File: src/rtl/key_digit_editor_if.sv
// rtl/key_digit_editor_if.sv - board-side key/switch inputs and edited value outputs of key_digit_editor
interface key_digit_editor_if;
   logic [3:0]  Key;
   logic [7:0]  Sw;
   logic [31:0] Value;
   logic [2:0]  Cursor;
   logic        Changed;
   logic [3:0]  KeyState;

   modport master (output Key, Sw, input Value, Cursor, Changed, KeyState);
   modport slave  (input Key, Sw, output Value, Cursor, Changed, KeyState);
endinterface

File: src/rtl/key_digit_editor.sv
// rtl/key_digit_editor.sv - debounced key/switch editor for a 32-bit hex value with digit cursor
module key_digit_editor #(
   parameter int          DEBOUNCE_CYCLES = 500000,
   parameter int          REPEAT_DELAY    = 25000000,
   parameter int          REPEAT_PERIOD   = 5000000,
   parameter logic [31:0] INIT_VALUE      = 32'h00000000
) (
   input logic            clk,
   input logic            rst,
   key_digit_editor_if.slave bus
);
   localparam int DW = $clog2(DEBOUNCE_CYCLES + 1);
   localparam int HW = $clog2(REPEAT_DELAY + 1);
   localparam int PW = (REPEAT_PERIOD > 1) ? $clog2(REPEAT_PERIOD) : 1;

   logic [3:0]    key_s1, key_s2;
   logic [7:0]    sw_s1, sw_s2;
   logic [3:0]    key_state, key_state_d;
   logic [DW-1:0] db_cnt [4];
   logic [HW-1:0] hold_cnt [2];
   logic [PW-1:0] rep_cnt [2];
   logic [3:0]    press, ev;
   logic [1:0]    rep;
   logic [31:0]   value, inc_val, dec_val, load_val, step;
   logic [2:0]    cursor;
   logic          changed;
   logic [4:0]    lsb;
   logic [3:0]    nib;
   logic          unused_sw;

   assign bus.Value    = value;
   assign bus.Cursor   = cursor;
   assign bus.Changed  = changed;
   assign bus.KeyState = key_state;
   assign unused_sw    = ^sw_s2[5:4];

   always_ff @(posedge clk) begin
      if (rst) begin
         key_s1 <= '1;
         key_s2 <= '1;
         sw_s1  <= '0;
         sw_s2  <= '0;
      end else begin
         key_s1 <= bus.Key;
         key_s2 <= key_s1;
         sw_s1  <= bus.Sw;
         sw_s2  <= sw_s1;
      end
   end

   // A level is accepted only after it has differed from key_state for a full count.
   always_ff @(posedge clk) begin
      if (rst) begin
         key_state   <= '1;
         key_state_d <= '1;
         for (int i = 0; i < 4; i++) db_cnt[i] <= '0;
      end else begin
         key_state_d <= key_state;
         for (int i = 0; i < 4; i++) begin
            if (key_s2[i] == key_state[i]) begin
               db_cnt[i] <= '0;
            end else if (db_cnt[i] == DW'(DEBOUNCE_CYCLES)) begin
               key_state[i] <= key_s2[i];
               db_cnt[i]    <= '0;
            end else begin
               db_cnt[i] <= db_cnt[i] + DW'(1);
            end
         end
      end
   end

   assign press = key_state_d & ~key_state;

   // hold_cnt saturates at the delay; rep_cnt then paces the periodic repeats.
   always_ff @(posedge clk) begin
      if (rst) begin
         for (int j = 0; j < 2; j++) begin
            hold_cnt[j] <= '0;
            rep_cnt[j]  <= '0;
         end
      end else begin
         for (int j = 0; j < 2; j++) begin
            if (key_state[j+2]) begin
               hold_cnt[j] <= '0;
               rep_cnt[j]  <= '0;
            end else if (hold_cnt[j] != HW'(REPEAT_DELAY)) begin
               hold_cnt[j] <= hold_cnt[j] + HW'(1);
            end else if (rep_cnt[j] == PW'(REPEAT_PERIOD - 1)) begin
               rep_cnt[j] <= '0;
            end else begin
               rep_cnt[j] <= rep_cnt[j] + PW'(1);
            end
         end
      end
   end

   always_comb begin
      rep = '0;
      for (int j = 0; j < 2; j++) begin
         rep[j] = !key_state[j+2] && (hold_cnt[j] == HW'(REPEAT_DELAY)) && (rep_cnt[j] == '0);
      end
   end

   assign ev = {press[3] | rep[1], press[2] | rep[0], press[1], press[0]};

   always_comb begin
      lsb      = {cursor, 2'b00};
      nib      = value[lsb +: 4];
      step     = 32'h1 << lsb;
      inc_val  = value;
      dec_val  = value;
      load_val = value;
      load_val[lsb +: 4] = sw_s2[3:0];
      if (sw_s2[6]) begin
         inc_val = value + step;
         dec_val = value - step;
      end else begin
         inc_val[lsb +: 4] = nib + 4'd1;
         dec_val[lsb +: 4] = nib - 4'd1;
      end
   end

   always_ff @(posedge clk) begin
      if (rst) begin
         value   <= INIT_VALUE;
         cursor  <= '0;
         changed <= 1'b0;
      end else begin
         changed <= |ev;
         if (ev[3]) begin
            value <= dec_val;
         end else if (ev[2]) begin
            value <= sw_s2[7] ? load_val : inc_val;
         end else if (ev[1]) begin
            cursor <= cursor + 3'd1;
         end else if (ev[0]) begin
            cursor <= cursor - 3'd1;
         end
      end
   end
endmodule

File: src/flat_wrapper.sv
// flat-port wrapper written by rule: the top's interface ports become plain ports
module key_digit_editor_flat 
#(
   parameter int          DEBOUNCE_CYCLES = 500000,
   parameter int          REPEAT_DELAY    = 25000000,
   parameter int          REPEAT_PERIOD   = 5000000,
   parameter logic [31:0] INIT_VALUE      = 32'h00000000
)
  (clk, rst, bus_Key, bus_Sw, bus_Value, bus_Cursor, bus_Changed, bus_KeyState);
  key_digit_editor_if bus_i ();
  input logic clk;
  input logic rst;
  input wire logic [$bits(bus_i.Key)-1:0] bus_Key;
  input wire logic [$bits(bus_i.Sw)-1:0] bus_Sw;
  output wire logic [$bits(bus_i.Value)-1:0] bus_Value;
  output wire logic [$bits(bus_i.Cursor)-1:0] bus_Cursor;
  output wire logic [$bits(bus_i.Changed)-1:0] bus_Changed;
  output wire logic [$bits(bus_i.KeyState)-1:0] bus_KeyState;
  assign bus_i.Key = bus_Key;
  assign bus_i.Sw = bus_Sw;
  assign bus_Value = bus_i.Value;
  assign bus_Cursor = bus_i.Cursor;
  assign bus_Changed = bus_i.Changed;
  assign bus_KeyState = bus_i.KeyState;
  key_digit_editor #(.DEBOUNCE_CYCLES(DEBOUNCE_CYCLES), .REPEAT_DELAY(REPEAT_DELAY), .REPEAT_PERIOD(REPEAT_PERIOD), .INIT_VALUE(INIT_VALUE)) u_core (.clk(clk), .rst(rst), .bus(bus_i));
endmodule
File: config.mk
export PLATFORM = sky130hd
export DESIGN_NAME = key_digit_editor_flat
export DESIGN_NICKNAME = d
export VERILOG_FILES = /design/src/rtl/key_digit_editor_if.sv /design/src/rtl/key_digit_editor.sv /design/src/flat_wrapper.sv
export SDC_FILE = /design/constraint.sdc
export NUM_CORES = 1
export LEC_CHECK = 0
export ABC_AREA = 1
export BUFFER_PORTS_ARGS = -buffer_cell sky130_fd_sc_hd__clkbuf_2
export CORE_MARGIN = 5
export CORE_UTILIZATION = 50
export CTS_CLUSTER_DIAMETER = 200
export DETAILED_ROUTE_END_ITERATION = 8
export HOLD_SLACK_MARGIN = 0.1
export MAX_ROUTING_LAYER = met4
export PLACE_DENSITY = 0.66
export SYNTH_ARGS = -nofsm -noshare
export SYNTH_HDL_FRONTEND = slang
export SYNTH_SLANG_ARGS = --single-unit
export TNS_END_PERCENT = 50
File: constraint.sdc
create_clock -name clk -period 2.61 [get_ports clk]
set_input_delay 0.522 -clock clk [delete_from_list [all_inputs] [get_ports clk]]
set_output_delay 0.522 -clock clk [all_outputs]
set_load 0.01 [all_outputs]
==> impl_results.rst, run 1 <==
.. list-table::
   :header-rows: 1

   * - Metric
     - Value
   * - Setup slack at placement
     - -0.356 ns
   * - Most frequent cells in the layout
     - 611 x nand2_1, 349 x nor2_1, 347 x inv_1
   * - Primary FF master, synth
     - edfxtp_1
   * - Routed via count
     - ~19k
   * - Worst hold slack across all endpoints
     - approximately 0.15 ns
   * - First-pass GRT wire length
     - 91000 um
   * - Path type of the worst setup path
     - reg -> reg
   * - # nets final
     - 3033
   * - Final number of max-transition violations
     - 0
   * - Worst EP required
     - between 3 and 4 ns
   * - Post-route DRC violation count
     - 0
   * - Average routed wire per standard cell
     - ~17 um
   * - RSZ-0062 raised after global routing
     - true
   * - Drt initial violations
     - roughly 2k
   * - DP Wirelength
     - between 40000 and 50000 um
   * - Count of final hold-check violations
     - 0
   * - Worst hold path type
     - in -> reg
   * - Maximum clock frequency
     - approximately 0.39 GHz
   * - Number of standard cells after synthesis
     - around 2.6k
   * - Die X-Extent
     - ~200 um
   * - Final critical-path setup slack
     - ~0.029 ns
   * - Area growth syn-to-layout
     - 25.9%
   * - Crit path DAT
     - 3.08 ns
   * - Drt via density
     - between 5 and 6
   * - Vias in the first global route
     - roughly 17k
   * - Run status
     - complete, no violations
   * - Total routed wirelength
     - between 50000 and 60000 um
   * - Yosys Warn Count
     - 0
   * - Fraction of registers with async set/reset
     - 0%
   * - Global route total overflow
     - 0
   * - Worst clock skew
     - 0.0149 ns
   * - Io pins
     - between 50 and 60
   * - CTS Buf Count
     - 27
   * - Most frequent standard cell in the layout excluding fill and tap cells
     - nand2_1
   * - Worst-path fanout max
     - 5
   * - Layout fillers
     - ~3.3k
   * - Number of unique standard cell types used by synthesis
     - between 50 and 60
   * - Placeable core region
     - ~0.035 sq mm
   * - Met2 WL
     - 27000 um
   * - Relative slew slack
     - 33.9%
   * - Maximum buffer depth of the clock tree
     - 3
   * - Highest routed layer
     - met4
   * - Avg Inst Size Synth
     - around 6.7 sq um
   * - First-pass iteration count of the detailed router
     - 6
   * - DIE AREA
     - 0.0394 sq mm
   * - EDFF count, synth
     - 172
   * - Max-cap viol count
     - 0
   * - Routability congestion estimate from global placement
     - a little over 1
   * - Clock transition at the registers of the reported paths
     - roughly 0.070 ns
   * - TritonCTS clock tree
     - yes
   * - Worst vdd ir
     - around 440 uV
   * - Antenna diode count
     - 0
   * - Nature of the critical path endpoint
     - flip-flop
   * - Die outline height
     - between 150 and 200 um
   * - Nature of the critical path startpoint
     - flip-flop
   * - Row cnt
     - slightly below 70
   * - Clk_lat worst skew
     - 0.56 ns
   * - Slew at the pin with the worst max-slew slack
     - approximately 1 ns
   * - Metal3 WL
     - ~4700 um
   * - Buffers added on ports
     - about 50
   * - Tcrit/Tclk final
     - 98.9%
   * - Global routing usage summed across all routing layers
     - 29.7%
   * - Maximum number of pins on one net before global-route repair
     - 52
   * - Post-synth design cell area
     - approximately 0.018 sq mm
   * - H-tree levels
     - 1
   * - Clock period minus final worst setup slack
     - 2.58 ns
   * - CTS root buffer
     - clkbuf_16
   * - Yosys reg bits
     - approximately 240
   * - Leakage
     - between 9 and 10 nW
   * - Number of antenna violations at the first check in global routing
     - 0
   * - Initial core utilization
     - about half
   * - CTS sink cnt
     - 236
   * - Antenna Violating Nets Remaining
     - 0
   * - Fraction of layout cells with a size suffix above 1
     - between 10% and 20%
   * - Sequential-to-total area share from yosys stat
     - 36.3%
   * - Final number of setup-violating endpoints
     - 0
   * - Power per cell area
     - approximately 360 mW/mm^2
   * - Met1 layer wirelength in the final routing
     - around 26000 um
[final cells by class]
cell class                      count  area, sq um  area share [%]
Clock buffer                       39          771            3.44
Clock inverter                     11         67.6           0.302
Inverter                          364         1380            6.17
Multi-Input combinational cell   2047        11000            49.0
Sequential cell                   236         6460            28.9
Tap cell                          461          577            2.58
Timing Repair Buffer              295         2170            9.69
[worst paths after layout]
check,start,to,slack [ns],cells past startpoint
setup reg to reg,u_core.bus.Cursor[0]$_SDFFE_PP0P_,u_core.bus.Value[18]$_SDFFE_PP0P_,0.03,17
hold reg to reg,u_core.sw_s1[3]$_SDFF_PP0_,u_core.sw_s2[3]$_SDFF_PP0_,0.40,2
hold / removal,bus_Key[0],u_core.key_s1[0]$_SDFF_PP1_,0.15,2
setup / recovery,u_core.bus.Cursor[0]$_SDFFE_PP0P_,u_core.bus.Value[18]$_SDFFE_PP0P_,0.03,17
[power by group]
group / internal [W] / switching [W]
combinational: 0.0000778 / 0.000175
clock: 0.00205 / 0.00155
sequential: 0.00405 / 0.0000526
total: 0.00618 / 0.00178
[cell usage after synthesis, drive strengths merged, types with 3 or more instances]
cell type / count / area, sq um
or2: 15 / 93.8
clkbuf: 34 / 130
a21oi: 185 / 937
o211a: 3 / 30.0
and2: 12 / 75.1
o31ai: 3 / 22.5
nor3b: 31 / 243
dfxtp: 64 / 1280
o21bai: 7 / 52.6
xor2: 30 / 263
ha: 47 / 588
o22ai: 10 / 62.6
nor3: 70 / 392
nand4: 56 / 350
edfxtp: 172 / 5160
xnor2: 7 / 61.3
inv: 360 / 1350
buf: 31 / 181
o211ai: 5 / 37.5
nor4: 25 / 169
o21a: 22 / 165
nand3: 241 / 1270
nand3b: 7 / 65.1
nor2: 399 / 1550
a31oi: 7 / 43.8
nand2: 673 / 2550
clkinv: 4 / 15.0
o21ai: 105 / 526
[timing repair]
action / CTS / global route
endpoints found under the setup margin: 27 / 36
buffers inserted: 6 / 14
hold buffers: 0 / 0
resized for setup: 78 / 202
pin swaps: 10 / 78
[cell families (layout without fill, tap and decap cells)]
logic type,Yosys count,count (layout),share of synthesized area (%)
compound gates,354,354,10.9
xor+xnor,37,37,1.82
fa+ha+maj,48,48,3.42
buf+inv,429,709,9.44
flops,236,236,36.3
other cells,1,76,0.0211
simple gates,1532,1532,38.1
[flip-flops by register name, indices dropped and copies added (netlist names)]
signal and count:
u_core.db_cnt 76, u_core.hold_cnt 50, u_core.rep_cnt 46, u_core.bus.Value 32, u_core.sw_s1 6, u_core.sw_s2 6
u_core.bus.KeyState 4, u_core.key_s1 4, u_core.key_s2 4, u_core.key_state_d 4, u_core.bus.Cursor 3, u_core.bus.Changed 1
[worst max-delay path, stage by stage, from the launching register on]
cell,delay [ns]
dfxtp_4,0.38
inv_4,0.07
ha_4,0.15
ha_4,0.18
inv_4,0.05
buf_6,0.11
ha_4,0.31
inv_4,0.05
nor2_4,0.14
nand2_4,0.09
nor2_4,0.15
buf_6,0.11
nand3b_1,0.13
nand4_1,0.16
nand3_2,0.10
a21oi_2,0.16
nand2_1,0.07
a21oi_2,0.12
[metrics by stage]
stage	instance area [sq um]	setup TNS, ns	power (W)	std cells	util (%)
after floorplan	18100	0	0.00434	2712	-
after global placement	20300	-4.37	0.00442	3383	57.5
after detailed placement	20300	-5.21	0.00443	3383	57.5
after CTS	21600	-0.0153	0.00803	3439	61.1
after global routing	22400	-0.647	0.00824	3453	63.4
final	22400	0	0.00797	3453	63.4
[routing by layer]
layer  GRT usage, %  vias to the layer above
met5              -                        -
met4           7.45                        0
met3           4.12                      101
met2           47.8                      722
met1           40.0                     8611
li1               -                     9277
No activity file was read; power rests on OpenSTA's default activity.
==> run 2, diff against run 1 <==
- CORE_ASPECT_RATIO: unset -> 0.5
- CTS_CLUSTER_DIAMETER: 200 -> unset
==> impl_results.rst, run 2 (synthesis results as in run 1) <==
.. list-table::
   :header-rows: 1

   * - Metric
     - Value
   * - Delay of the slowest cell on the worst path
     - approximately 0.36 ns
   * - Total routed wirelength
     - 55600 um
   * - DP Wirelength
     - about 42000 um
   * - Number of flip-flops under the largest register name
     - 76
   * - Proportion of power drawn by flip-flops and latches
     - 53.0%
   * - Net load switching power
     - 0.00177 W
   * - Initial core utilization
     - 51.1%
   * - Worst hold path type
     - in -> reg
   * - Path type of the worst setup path
     - reg -> reg
   * - Layout fillers
     - roughly 3.3k
   * - Critical path buffers and inverters
     - 5
   * - Drt via density
     - approximately 5.4
   * - Final-layout setup total negative slack
     - 0 ns
   * - Routed via count
     - 18.5k
   * - Nature of the critical path startpoint
     - flip-flop
   * - TritonCTS clock tree
     - yes
   * - Final number of max-transition violations
     - 0
   * - Area growth syn-to-layout
     - 22.9%
   * - Number of antenna violations at the first check in global routing
     - 0
   * - Leakage
     - 9.58 nW
   * - Clock transition at the registers of the reported paths
     - ~0.070 ns
   * - M3 GR Usage
     - about 5.4%
   * - First-pass GRT wire length
     - around 88000 um
   * - CTS Buf Count
     - 24
   * - Routability congestion estimate from global placement
     - between 1 and 1.5
   * - Antenna diode count
     - 0
   * - Io pins
     - 54
   * - Drt initial violations
     - between 1.5k and 2k
   * - Global routing usage summed across all routing layers
     - between 20 and 30%
   * - Clk_lat worst skew
     - between 0.5 and 0.6 ns
   * - CTS sink cnt
     - roughly 240
   * - Vias in the first global route
     - 17.1k
   * - Nature of the critical path endpoint
     - flip-flop
   * - Slowest stage cell on the critical path
     - dfxtp_4
   * - Clock Power Share
     - between 40 and 50%
   * - Maximum clock frequency
     - just under 0.4 GHz
   * - Fraction of layout cells with a size suffix above 1
     - 17.6%
   * - Placeable core region
     - around 0.035 sq mm
   * - Antenna Violating Nets Remaining
     - 0
   * - Average routed wire per standard cell
     - 16.2 um
   * - # nets final
     - around 3.0k
   * - Maximum buffer depth of the clock tree
     - 3
   * - Net switching fraction of the power
     - a little under a quarter
   * - Global route total overflow
     - 0
   * - Row cnt
     - between 40 and 50
   * - Worst vdd ir
     - around 520 uV
   * - Buffers added on ports
     - about 50
   * - First-pass iteration count of the detailed router
     - 6
   * - Run status
     - complete, no violations
   * - Share of the core filled with cells in the final layout
     - 62.8%
   * - DIE AREA
     - ~0.040 sq mm
   * - Register containing the most flip-flops in the final layout
     - u_core.db_cnt
   * - Combinational fraction of design power
     - around 3.4%
   * - CTS root buffer
     - clkbuf_16
   * - H-tree levels
     - 1
   * - Most frequent cells in the layout
     - 621 x nand2_1, 353 x inv_1, 342 x nor2_1
   * - Final number of setup-violating endpoints
     - 0
   * - Cell seen most often among critical-path stages
     - nand2_1
   * - Slew at the pin with the worst max-slew slack
     - roughly 0.76 ns
   * - Post-route DRC violation count
     - 0
   * - Max-cap viol count
     - 0
   * - Worst clock skew
     - about 0.017 ns
   * - Worst EP required
     - just over 3 ns
   * - Most frequent standard cell in the layout excluding fill and tap cells
     - nand2_1
   * - Hold buffer count at CTS
     - 0
   * - GRT met1 Usage
     - between 30 and 40%
   * - Maximum number of pins on one net before global-route repair
     - 52
   * - Power per cell area
     - between 300 and 400 mW/mm^2
   * - Regs by FF count
     - u_core.db_cnt (76), u_core.hold_cnt (50), u_core.rep_cnt (46)
   * - Internal power
     - between 0.005 and 0.006 W
   * - Cell breakdown of the critical path
     - inv_6 > ha_4 > nand2_4 > ha_4 > clkinvlp_4 > nor2_4 > buf_4 > buf_4 > nand2_1 > nor2_1 > nand3_1 > nand4_1 > nand3_2 > nand3_1 > nand2_1 > inv_1 > nand2_1 > a21oi_1
   * - RSZ-0062 raised after global routing
     - true
   * - Crit path DAT
     - just over 3 ns
   * - Tcrit/Tclk final
     - slightly below 100%
   * - Clock period minus final worst setup slack
     - 2.56 ns
   * - Relative slew slack
     - 49.4%
   * - Die X-Extent
     - between 200 and 300 um
   * - Die outline height
     - 143 um
   * - Worst-path fanout max
     - 5
   * - Met2 Resource Use GR
     - a little under half
   * - Kind of cell with the highest combined delay on the critical path
     - simple AND/OR/NAND/NOR gates
   * - Count of final hold-check violations
     - 0
   * - Most Crowded Layer GR
     - met2
## run 2: cell count changes in the layout (fill, tap and decap cells not counted), sizes merged
cell / change
buf: -37
bufinv: +1
clkbuf: -9
clkinv: +5
clkinvlp: +1
inv: -4
## run 2: metrics by stage
stage                     hold slack (ns)  setup WS, ns  cells  instance area (sq um)  power, W
after global routing                0.126        -0.114   3424                  21800   0.00803
after floorplan                     0.388        0.0161   2712                  18100   0.00434
after CTS                           0.119        0.0101   3415                  21100   0.00781
final                               0.150        0.0452   3424                  21800   0.00774
after global placement              0.388        -0.176   3370                  20100   0.00443
after detailed placement            0.391        -0.263   3370                  20100   0.00443
## run 2: final cells by class
| class | instances | area [sq um] | share of cell area, % |
|---|---|---|---|
| Clock buffer | 30 | 633 | 2.90 |
| Clock inverter | 14 | 125 | 0.573 |
| Inverter | 364 | 1390 | 6.36 |
| Multi-Input combinational cell | 2047 | 10800 | 49.4 |
| Sequential cell | 236 | 6460 | 29.6 |
| Tap cell | 475 | 594 | 2.72 |
| Timing Repair Buffer | 258 | 1860 | 8.50 |
## run 2: final timing paths
| check | startpoint | endpoint | slack, ns | depth (start not counted) |
|---|---|---|---|---|
| min | bus_Key[3] | u_core.key_s1[3]$_SDFF_PP1_ | 0.15 | 2 |
| max reg2reg | u_core.bus.Cursor[1]$_SDFFE_PP0P_ | u_core.bus.Value[19]$_SDFFE_PP0P_ | 0.05 | 18 |
| min reg2reg | u_core.sw_s1[6]$_SDFF_PP0_ | u_core.sw_s2[6]$_SDFF_PP0_ | 0.40 | 2 |
| max | u_core.bus.Cursor[1]$_SDFFE_PP0P_ | u_core.bus.Value[19]$_SDFFE_PP0P_ | 0.05 | 18 |
## run 2: timing repair
action	in CTS	in global routing
pin swaps	4	42
resized for setup	53	174
hold endpoints to repair	0	0
buffers inserted	1	9
endpoints found under the setup margin	24	59
## run 2: worst register-to-register path, cell delays in order (launching register included)
cell and delay [ns]:
dfxtp_4 0.36, inv_6 0.08, ha_4 0.15, nand2_4 0.08
ha_4 0.33, clkinvlp_4 0.20, nor2_4 0.17, buf_4 0.12
buf_4 0.09, nand2_1 0.04, nor2_1 0.12, nand3_1 0.14
nand4_1 0.12, nand3_2 0.12, nand3_1 0.13, nand2_1 0.05
inv_1 0.05, nand2_1 0.04, a21oi_1 0.11
## run 2: per-layer routing
| metal | up-vias | wire [um] |
|---|---|---|
| met4 | 0 | 2040 |
| met1 | 8451 | 23800 |
| met5 | - | 0 |
| li1 | 9194 | - |
| met2 | 673 | 24900 |
| met3 | 133 | 4800 |
## run 2: power groups by stage
stage               sequential (W)  combinational [W]  clock [W]
global route               0.00411           0.000293    0.00363
floorplan                  0.00417           0.000166          0
finish                     0.00410           0.000262    0.00338
detailed placement         0.00419           0.000248          0
global placement           0.00418           0.000246          0
CTS                        0.00410           0.000251    0.00346
